File: src/rtl/ucsbece154a_mem_arbiter.sv
// Purpose : shares one single-port memory between the fetch (I) and load/store (D) ports.
// Latency : request sampled in IDLE at cycle k -> MEM_LAT ACCESS cycles -> ready pulse at k+MEM_LAT+1.
// Backpr. : requesters hold req until their ready pulse; requests are ignored outside IDLE.
//
// Ports:
//   clk, reset                 - clock, asynchronous active-high reset
//   i_req/i_addr               - fetch request in; i_ready/i_rdata out
//   d_req/d_we/d_addr/d_wdata  - load/store request in; d_ready/d_rdata out
//   mem_en/mem_we/mem_addr/mem_wdata out, mem_rdata in - memory side
//   busy                       - arbiter not idle; grant_d - current/last owner (1 = D)
//
// Build option: define ARB_RR_EN for round-robin arbitration on simultaneous
// requests; otherwise D always beats I.
module ucsbece154a_mem_arbiter #(
  parameter int ADDR_W  = 32,
  parameter int DATA_W  = 32,
  parameter int MEM_LAT = 2
) (
  input  logic              clk,
  input  logic              reset,
  input  logic              i_req,
  input  logic [ADDR_W-1:0] i_addr,
  output logic              i_ready,
  output logic [DATA_W-1:0] i_rdata,
  input  logic              d_req,
  input  logic              d_we,
  input  logic [ADDR_W-1:0] d_addr,
  input  logic [DATA_W-1:0] d_wdata,
  output logic              d_ready,
  output logic [DATA_W-1:0] d_rdata,
  output logic              mem_en,
  output logic              mem_we,
  output logic [ADDR_W-1:0] mem_addr,
  output logic [DATA_W-1:0] mem_wdata,
  input  logic [DATA_W-1:0] mem_rdata,
  output logic              busy,
  output logic              grant_d
);

  localparam int CNT_W = (MEM_LAT > 1) ? $clog2(MEM_LAT) : 1;
  localparam logic [CNT_W-1:0] CNT_LOAD = CNT_W'(MEM_LAT - 1);

  typedef enum logic [1:0] {IDLE, ACCESS, RESP} state_t;

  state_t            state_q, state_d;
  logic [CNT_W-1:0]  count_q, count_d;
  logic [ADDR_W-1:0] addr_q, addr_d;
  logic [DATA_W-1:0] wdata_q, wdata_d;
  logic [DATA_W-1:0] rdata_q, rdata_d;
  logic              we_q, we_d;
  logic              owner_q, owner_d;  // 1 = D owns the current/last access
  logic              win_d;             // D wins the arbitration this cycle

  // Arbitration. The owner register doubles as the last-grant memory for
  // round-robin: it resets to I, so D takes the first contest.
`ifdef ARB_RR_EN
  assign win_d = d_req && (!i_req || !owner_q);
`else
  assign win_d = d_req;
`endif

  always_ff @(posedge clk or posedge reset) begin
    if (reset) begin
      state_q <= IDLE;
      count_q <= '0;
      addr_q  <= '0;
      wdata_q <= '0;
      rdata_q <= '0;
      we_q    <= 1'b0;
      owner_q <= 1'b0;
    end else begin
      state_q <= state_d;
      count_q <= count_d;
      addr_q  <= addr_d;
      wdata_q <= wdata_d;
      rdata_q <= rdata_d;
      we_q    <= we_d;
      owner_q <= owner_d;
    end
  end

  always_comb begin
    state_d = state_q;
    count_d = count_q;
    addr_d  = addr_q;
    wdata_d = wdata_q;
    rdata_d = rdata_q;
    we_d    = we_q;
    owner_d = owner_q;
    mem_en  = 1'b0;
    mem_we  = 1'b0;
    i_ready = 1'b0;
    d_ready = 1'b0;
    case (state_q)
      IDLE: begin
        if (i_req || d_req) begin
          owner_d = win_d;
          addr_d  = win_d ? d_addr : i_addr;
          we_d    = win_d && d_we;
          if (win_d) wdata_d = d_wdata;
          count_d = CNT_LOAD;
          state_d = ACCESS;
        end
      end
      ACCESS: begin
        mem_en = 1'b1;
        // Strobe only on the last access cycle so each store writes exactly once.
        mem_we = we_q && (count_q == '0);
        if (count_q == '0) begin
          rdata_d = mem_rdata;
          state_d = RESP;
        end else begin
          count_d = count_q - 1'b1;
        end
      end
      RESP: begin
        i_ready = !owner_q;
        d_ready = owner_q;
        state_d = IDLE;
      end
      default: state_d = IDLE;
    endcase
  end

  assign mem_addr  = addr_q;
  assign mem_wdata = wdata_q;
  assign i_rdata   = rdata_q;
  assign d_rdata   = rdata_q;
  assign busy      = (state_q != IDLE);
  assign grant_d   = owner_q;

endmodule
File: config.mk
export PLATFORM = sky130hd
export DESIGN_NAME = ucsbece154a_mem_arbiter
export DESIGN_NICKNAME = d
export VERILOG_FILES = /design/src/rtl/ucsbece154a_mem_arbiter.sv
export SDC_FILE = /design/constraint.sdc
export NUM_CORES = 1
export LEC_CHECK = 0
export ABC_AREA = 1
export BUFFER_PORTS_ARGS = -buffer_cell sky130_fd_sc_hd__buf_2
export CAP_MARGIN = 20
export CORE_ASPECT_RATIO = 0.7
export CORE_MARGIN = 1.5
export CORE_UTILIZATION = 44
export CTS_CLUSTER_SIZE = 14
export DETAILED_ROUTE_END_ITERATION = 7
export PLACE_DENSITY = 0.81
export RECOVER_POWER = 25
export SLEW_MARGIN = 30
export SYNTH_ARGS = -nofsm -noshare
export SYNTH_HDL_FRONTEND = slang
export SYNTH_SLANG_ARGS = --single-unit
File: constraint.sdc
create_clock -name clk -period 3.3 [get_ports clk]
set_clock_uncertainty 0.05 [all_clocks]
set_input_delay 0 -clock clk [delete_from_list [all_inputs] [get_ports clk]]
set_output_delay 0 -clock clk [all_outputs]
set_load 0.02 [all_outputs]
==> results of run 1 <==
-- layout by cell type, fill, tap and decap left out, types with 3 or more instances in the layout --
| master | n |
|---|---|
| clkbuf_1 | 36 |
| buf_4 | 5 |
| buf_2 | 230 |
| nand2_2 | 3 |
| nand3_1 | 33 |
| nor2_2 | 3 |
| clkbuf_16 | 9 |
| inv_2 | 3 |
| dfrtp_1 | 101 |
| nand2_1 | 360 |
| dlygate4sd3_1 | 130 |
-- per-layer routing --
| metal | wire length (um) | global-route usage [%] |
|---|---|---|
| met5 | 0 | 0 |
| met4 | 455 | 12.2 |
| met3 | 1120 | 6.64 |
| met2 | 8010 | 52.3 |
| met1 | 6130 | 33.3 |
-- area by class of cell --
type / count / area (sq um)
fill: 699 / 2590
clock buffer: 10 / 239
clock inverter: 6 / 68.8
tap: 128 / 160
inverter: 6 / 26.3
multi-input combinational: 406 / 1590
timing repair buffer: 401 / 2630
sequential: 101 / 2530
-- flip-flops by register name, summed over array words and instances, names as in the netlist --
signal     count
we_q           1
d_rdata       32
count_q        1
mem_wdata     32
state_q        2
mem_addr      32
grant_d        1
-- final timing paths --
path	startpoint	end	slack [ns]	cells after the start
max	state_q[0]	mem_addr[8]	1.45	5
min reg2reg	mem_wdata[26]	mem_wdata[26]	0.42	2
max in group asynchronous	reset	d_rdata[24]	1.53	4
min in group asynchronous	reset	mem_wdata[8]	0.62	3
min	i_req	mem_addr[24]	0.28	6
max reg2reg	state_q[0]	mem_addr[8]	1.45	5
-- metrics by stage --
stage | instance area [sq um] | instances | hold WS, ns | setup slack (ns) | power, mW
3_3_place_gp | 5670 | 912 | 0.144 | 1.30 | 5.34
3_5_place_dp | 5670 | 912 | 0.146 | 1.21 | 5.41
2_1_floorplan | 4510 | 573 | 0.0596 | 0.603 | 4.52
6_report | 7240 | 1058 | 0.281 | 1.45 | 6.65
4_1_cts | 7280 | 1058 | 0.276 | 1.20 | 6.62
5_1_grt | 7240 | 1058 | 0.320 | 1.22 | 7.11
-- worst min-delay path: stages --
cell and delay [ns]:
buf_2 0.11, nor2_1 0.10, nor2_2 0.05, buf_4 0.22, nand2_1 0.09, nand2_1 0.04
-- timing repair --
action	CTS	global route
endpoints found under the hold margin	171	0
setup endpoints to repair	0	0
hold buffers	130	0
-- cells by family after synthesis --
| group | after synthesis | synth area share (%) |
|---|---|---|
| buffers and inverters | 66 | 8.76 |
| DFF | 101 | 56.0 |
| AOI/OAI and AO/OA | 2 | 0.222 |
| and+or+nand+nor | 404 | 35.0 |
-- power groups by stage --
stage / registers (mW) / clock network, mW / logic [mW]
6_report: 2.26 / 1.07 / 3.32
5_1_grt: 2.32 / 1.15 / 3.63
3_3_place_gp: 2.23 / 0 / 3.12
2_1_floorplan: 2.91 / 0 / 1.61
4_1_cts: 2.22 / 1.09 / 3.31
3_5_place_dp: 2.22 / 0 / 3.19
==> impl_metrics.ini, run 1 <==
[outcome]
run_status = finished, violations left
violations = max-capacitance violations, max-slew violations

[synth]
netlist_area_sq_um = 4510
synth_top_flop_cell = dfrtp_1
yosys_warnings = 0
synth_area_leaders = dfrtp_1 (56%), nand2_1 (30%), buf_4 (5.3%), nand3_1 (3.7%), buf_2 (2.4%)
synth-edff-count = 0
synth_commonest_cells = nand2_1 (362), dfrtp_1 (101), nand3_1 (33)
yosysMostFrequentCell = nand2_1
avgSynthCellArea_sq_um = 7.87
ys_seq_area_share_pct = 56.0
synth_cells = 573
async_reset_ff_share_pct = 100
synth_nets = 706
synth.top_cell.area_share_pct = 56.0
synth_largest_area_cell = dfrtp_1
synth_seq_cells = 101
yosysUniqueCellTypes = 15

[min_path]
hold_class = input pin to flip-flop

[drt]
ant_nets = 0
firstDrtPassIters = 7
drt_iter0_drc = 269
wl_per_cell_um = 14.9
viasPerCell = 4.82
vias = 5100
routed_wl_um = 15700
drc = 0

[timing]
rsz0062_at_grt = no
setup_viol = 0
final-max-slew-violation-count = 76
slew-limit-headroom_pct = -4.75
fmax_mhz = 540
hold_viol_final = 0
min_period_ns = 1.85
tightest_slew_ns = 1.57
fin_crit_sh_pct = 56.1
finalSetupTns_ns = 0

[grt]
grt_pass1_vias = 5213
grt_usage_pct = 28.9
overflow = 0
antenna_found_initial = 0
grt_pass1_wl_um = 24400
grt_max_degree = 76

[power_and_ir_drop]
comb_power_share_pct = 49.9
p_leak_nw = 4.15
seqPwrFrac_pct = 34.0
internal_power_mw = 3.49
p_per_area_nw_per_um2 = 919
switching_share_pct = 47.6
power_switching_mw = 3.17
ir_drop_mv = 0.544
pwr-share-clk_pct = 16.1

[setup_path]
crit_fanout = 36
start_kind = flip-flop
crit_required_ns = 3.47
slowest_stage = nand2_2
crit_path_cell_trace = nor2_4 -> buf_4 -> nand2_2 -> nand2_1 -> nand2_1
cp_num_buf_inv = 1
critical_path_arrival_ns = 2.02
cpLargestDelayFamily = simple AND/OR/NAND/NOR gates
crit_path_end_kind = flip-flop
critical_path.most_common_cell = nand2_1
crit_type = flip-flop to flip-flop
slowest_delay_ns = 0.49

[finish]
drive_gt1_share_pct = 28.2
postLayoutCoreUtil_pct = 73.6
syn2layout_area_growth_pct = 60.5
n_antenna_cell = 0
final_nets = 1058

[cts]
h-tree-depth = 3
cts_setup_buffers = 0
clock-root-buffer = clkbuf_16
cts.sinks = 101
cts_tree = done
clkTransAtPathRegs_ns = 0.07
clk_path_buf_depth = 2
cts_resized = 0
cts_inserted_buffers = 9
clock_latency_ns = 0.33

[placed_design]
routabilityCongestion = 0.779
dp_hpwl_um = 8370
io_buffers = 266

[floorplan]
die_x_um = 124
io-pin-count = 267
core_sq_um = 9830
placementRows = 30
dieArea_sq_um = 10900
initial_core_util_pct = 45.9
die_h_um = 87.7

[flow_run]
maxCapViolations = 1
No activity file was read; power rests on OpenSTA's default activity.
==> run 2, diff against run 1 <==
- CORE_UTILIZATION: 44 -> 39
- PLACE_DENSITY: 0.81 -> 0.76
- clock period: 3.3 -> 1.6 ns (I/O delays scaled with it)
==> run 2 against run 1 <==
  * The run now ends clean
  * Via count increased by 0.18%
  * First-iteration DRC count decreased by 3.3%
  * Die area up 12%
  * Setup slack got worse by 1.4 ns
  * Register-to-register slack worse by 1.4 ns
==> impl_metrics.ini, run 2 (same netlist as run 1, synthesis figures left out) <==
[drt]
viasPerCell = 4.67
drc = 0
wl_per_cell_um = 13.9
dr_wl_met3_um = 1100
ant_nets = 0
routed_wl_um = 15300
drt_iter0_drc = 260
vias = 5109
firstDrtPassIters = 5
top_layer = met4
wl_met1_um = 6170
dr_wl_met2_um = 7590

[floorplan]
core_sq_um = 11100
dieArea_sq_um = 12200
die_h_um = 93.0
initial_core_util_pct = 40.5
placementRows = 32
die_x_um = 132
io-pin-count = 267

[cts]
clock-root-buffer = clkbuf_16
h-tree-depth = 3
clkTransAtPathRegs_ns = 0.07
clk_path_buf_depth = 2
clock_latency_ns = 0.34
cts_inserted_buffers = 9
cts_tree = done
cts.sinks = 101

[finish]
drive_gt1_share_pct = 23.6
finalNonFillerCells = 1095
syn2layout_area_growth_pct = 62.6
n_fill_cell = 898
final_nets = 1069
postLayoutCoreUtil_pct = 65.9
final_common_cell = nand2_1
fin_area_sq_um = 7330
mostFrequentLayoutCells = nand2_1 (362), buf_2 (184), dlygate4sd3_1 (133), dfrtp_1 (99), clkbuf_1 (83)

[setup_path]
crit_fanout = 7
start_kind = flip-flop
crit_path_end_kind = flip-flop
crit_type = flip-flop to flip-flop
critical_path_arrival_ns = 1.78
r2r_slack_ns = 0.04
crit_required_ns = 1.83

[grt]
grt_usage_pct = 25.4
grt_pass1_wl_um = 24800
overflow = 0
grt_max_degree = 52
antenna_found_initial = 1
grt_pass1_vias = 5135

[timing]
final-max-slew-violation-count = 0
tightest_slew_ns = 0.640
fin_ws_ns = 0.0440
fin_crit_sh_pct = 97.2
min_period_ns = 1.56
setup_viol = 0
hold-worst-slack_ns = 0.211
fmax_mhz = 643
finalSetupTns_ns = 0
slew-limit-headroom_pct = 57.3
hold_viol_final = 0

[power_and_ir_drop]
p_leak_nw = 4.05
ir_drop_mv = 0.887
p_per_area_nw_per_um2 = 1880
total_power_mw = 13.8

[placed_design]
pre_cts_ws_ns = 0.349
dp_hpwl_um = 8850
placed_cells = 944
placed_area_sq_um = 5780
routabilityCongestion = 0.817
io_buffers = 266

[flow_run]
maxCapViolations = 0

[min_path]
hold_class = input pin to flip-flop

[outcome]
run_status = finished, final reports clean
run 2: cell count changes in the layout (fill, tap and decap cells not counted), moves of 2 or more:
cell,change
buf_4,+5
nand2_1,+2
nand2_2,-2
dfrtp_1,-2
dlygate4sd3_1,+3
buf_2,-46
clkbuf_1,+47
buf_12,+2
dfrtp_2,+2
run 2: area by class of cell:
type	count	area (sq um)	share of cell area, %
timing repair buffer	412	2690	36.6
clock buffer	12	256	3.50
multi-input combinational	406	1590	21.6
tap	153	191	2.61
clock inverter	4	55.1	0.751
sequential	101	2530	34.5
inverter	6	26.3	0.358
antenna	1	2.50	0.0341
run 2: path summary, 6_finish.rpt:
| kind | to | start | cells past startpoint |
|---|---|---|---|
| min | mem_addr[18] | i_req | 6 |
| min reg2reg | state_q[1] | count_q | 1 |
| max | we_q | state_q[1] | 5 |
| min in group asynchronous | mem_wdata[12] | reset | 4 |
| max in group asynchronous | state_q[1] | reset | 4 |
| max reg2reg | we_q | state_q[1] | 5 |
run 2: per-layer routing:
layer | vias to the layer above | track usage, %
met1 | 2381 | 29.6
met4 | 0 | 9.91
met5 | - | 0
li1 | 2432 | -
met3 | 35 | 6.34
met2 | 261 | 45.4
run 2: critical path, cell delays in order, from the launching register on:
cell	delay (ns)
dfrtp_2	0.44
nor2_4	0.15
buf_6	0.14
nand3_1	0.07
dlygate4sd3_1	0.57
nand2_1	0.07
run 2: power by group:
part / switching [mW] / leakage, nW / internal (mW)
Sequential: 0.857 / 1.25 / 3.81
Clock: 0.913 / 0.149 / 1.31
Combinational: 4.74 / 2.65 / 2.14
Total: 6.51 / 4.05 / 7.25
run 2: what timing repair did:
item	in CTS	in global routing
hold endpoints to repair	198	0
gates resized for setup	0	3
setup buffers	0	1
hold buffers	133	0
setup endpoints to repair	0	2
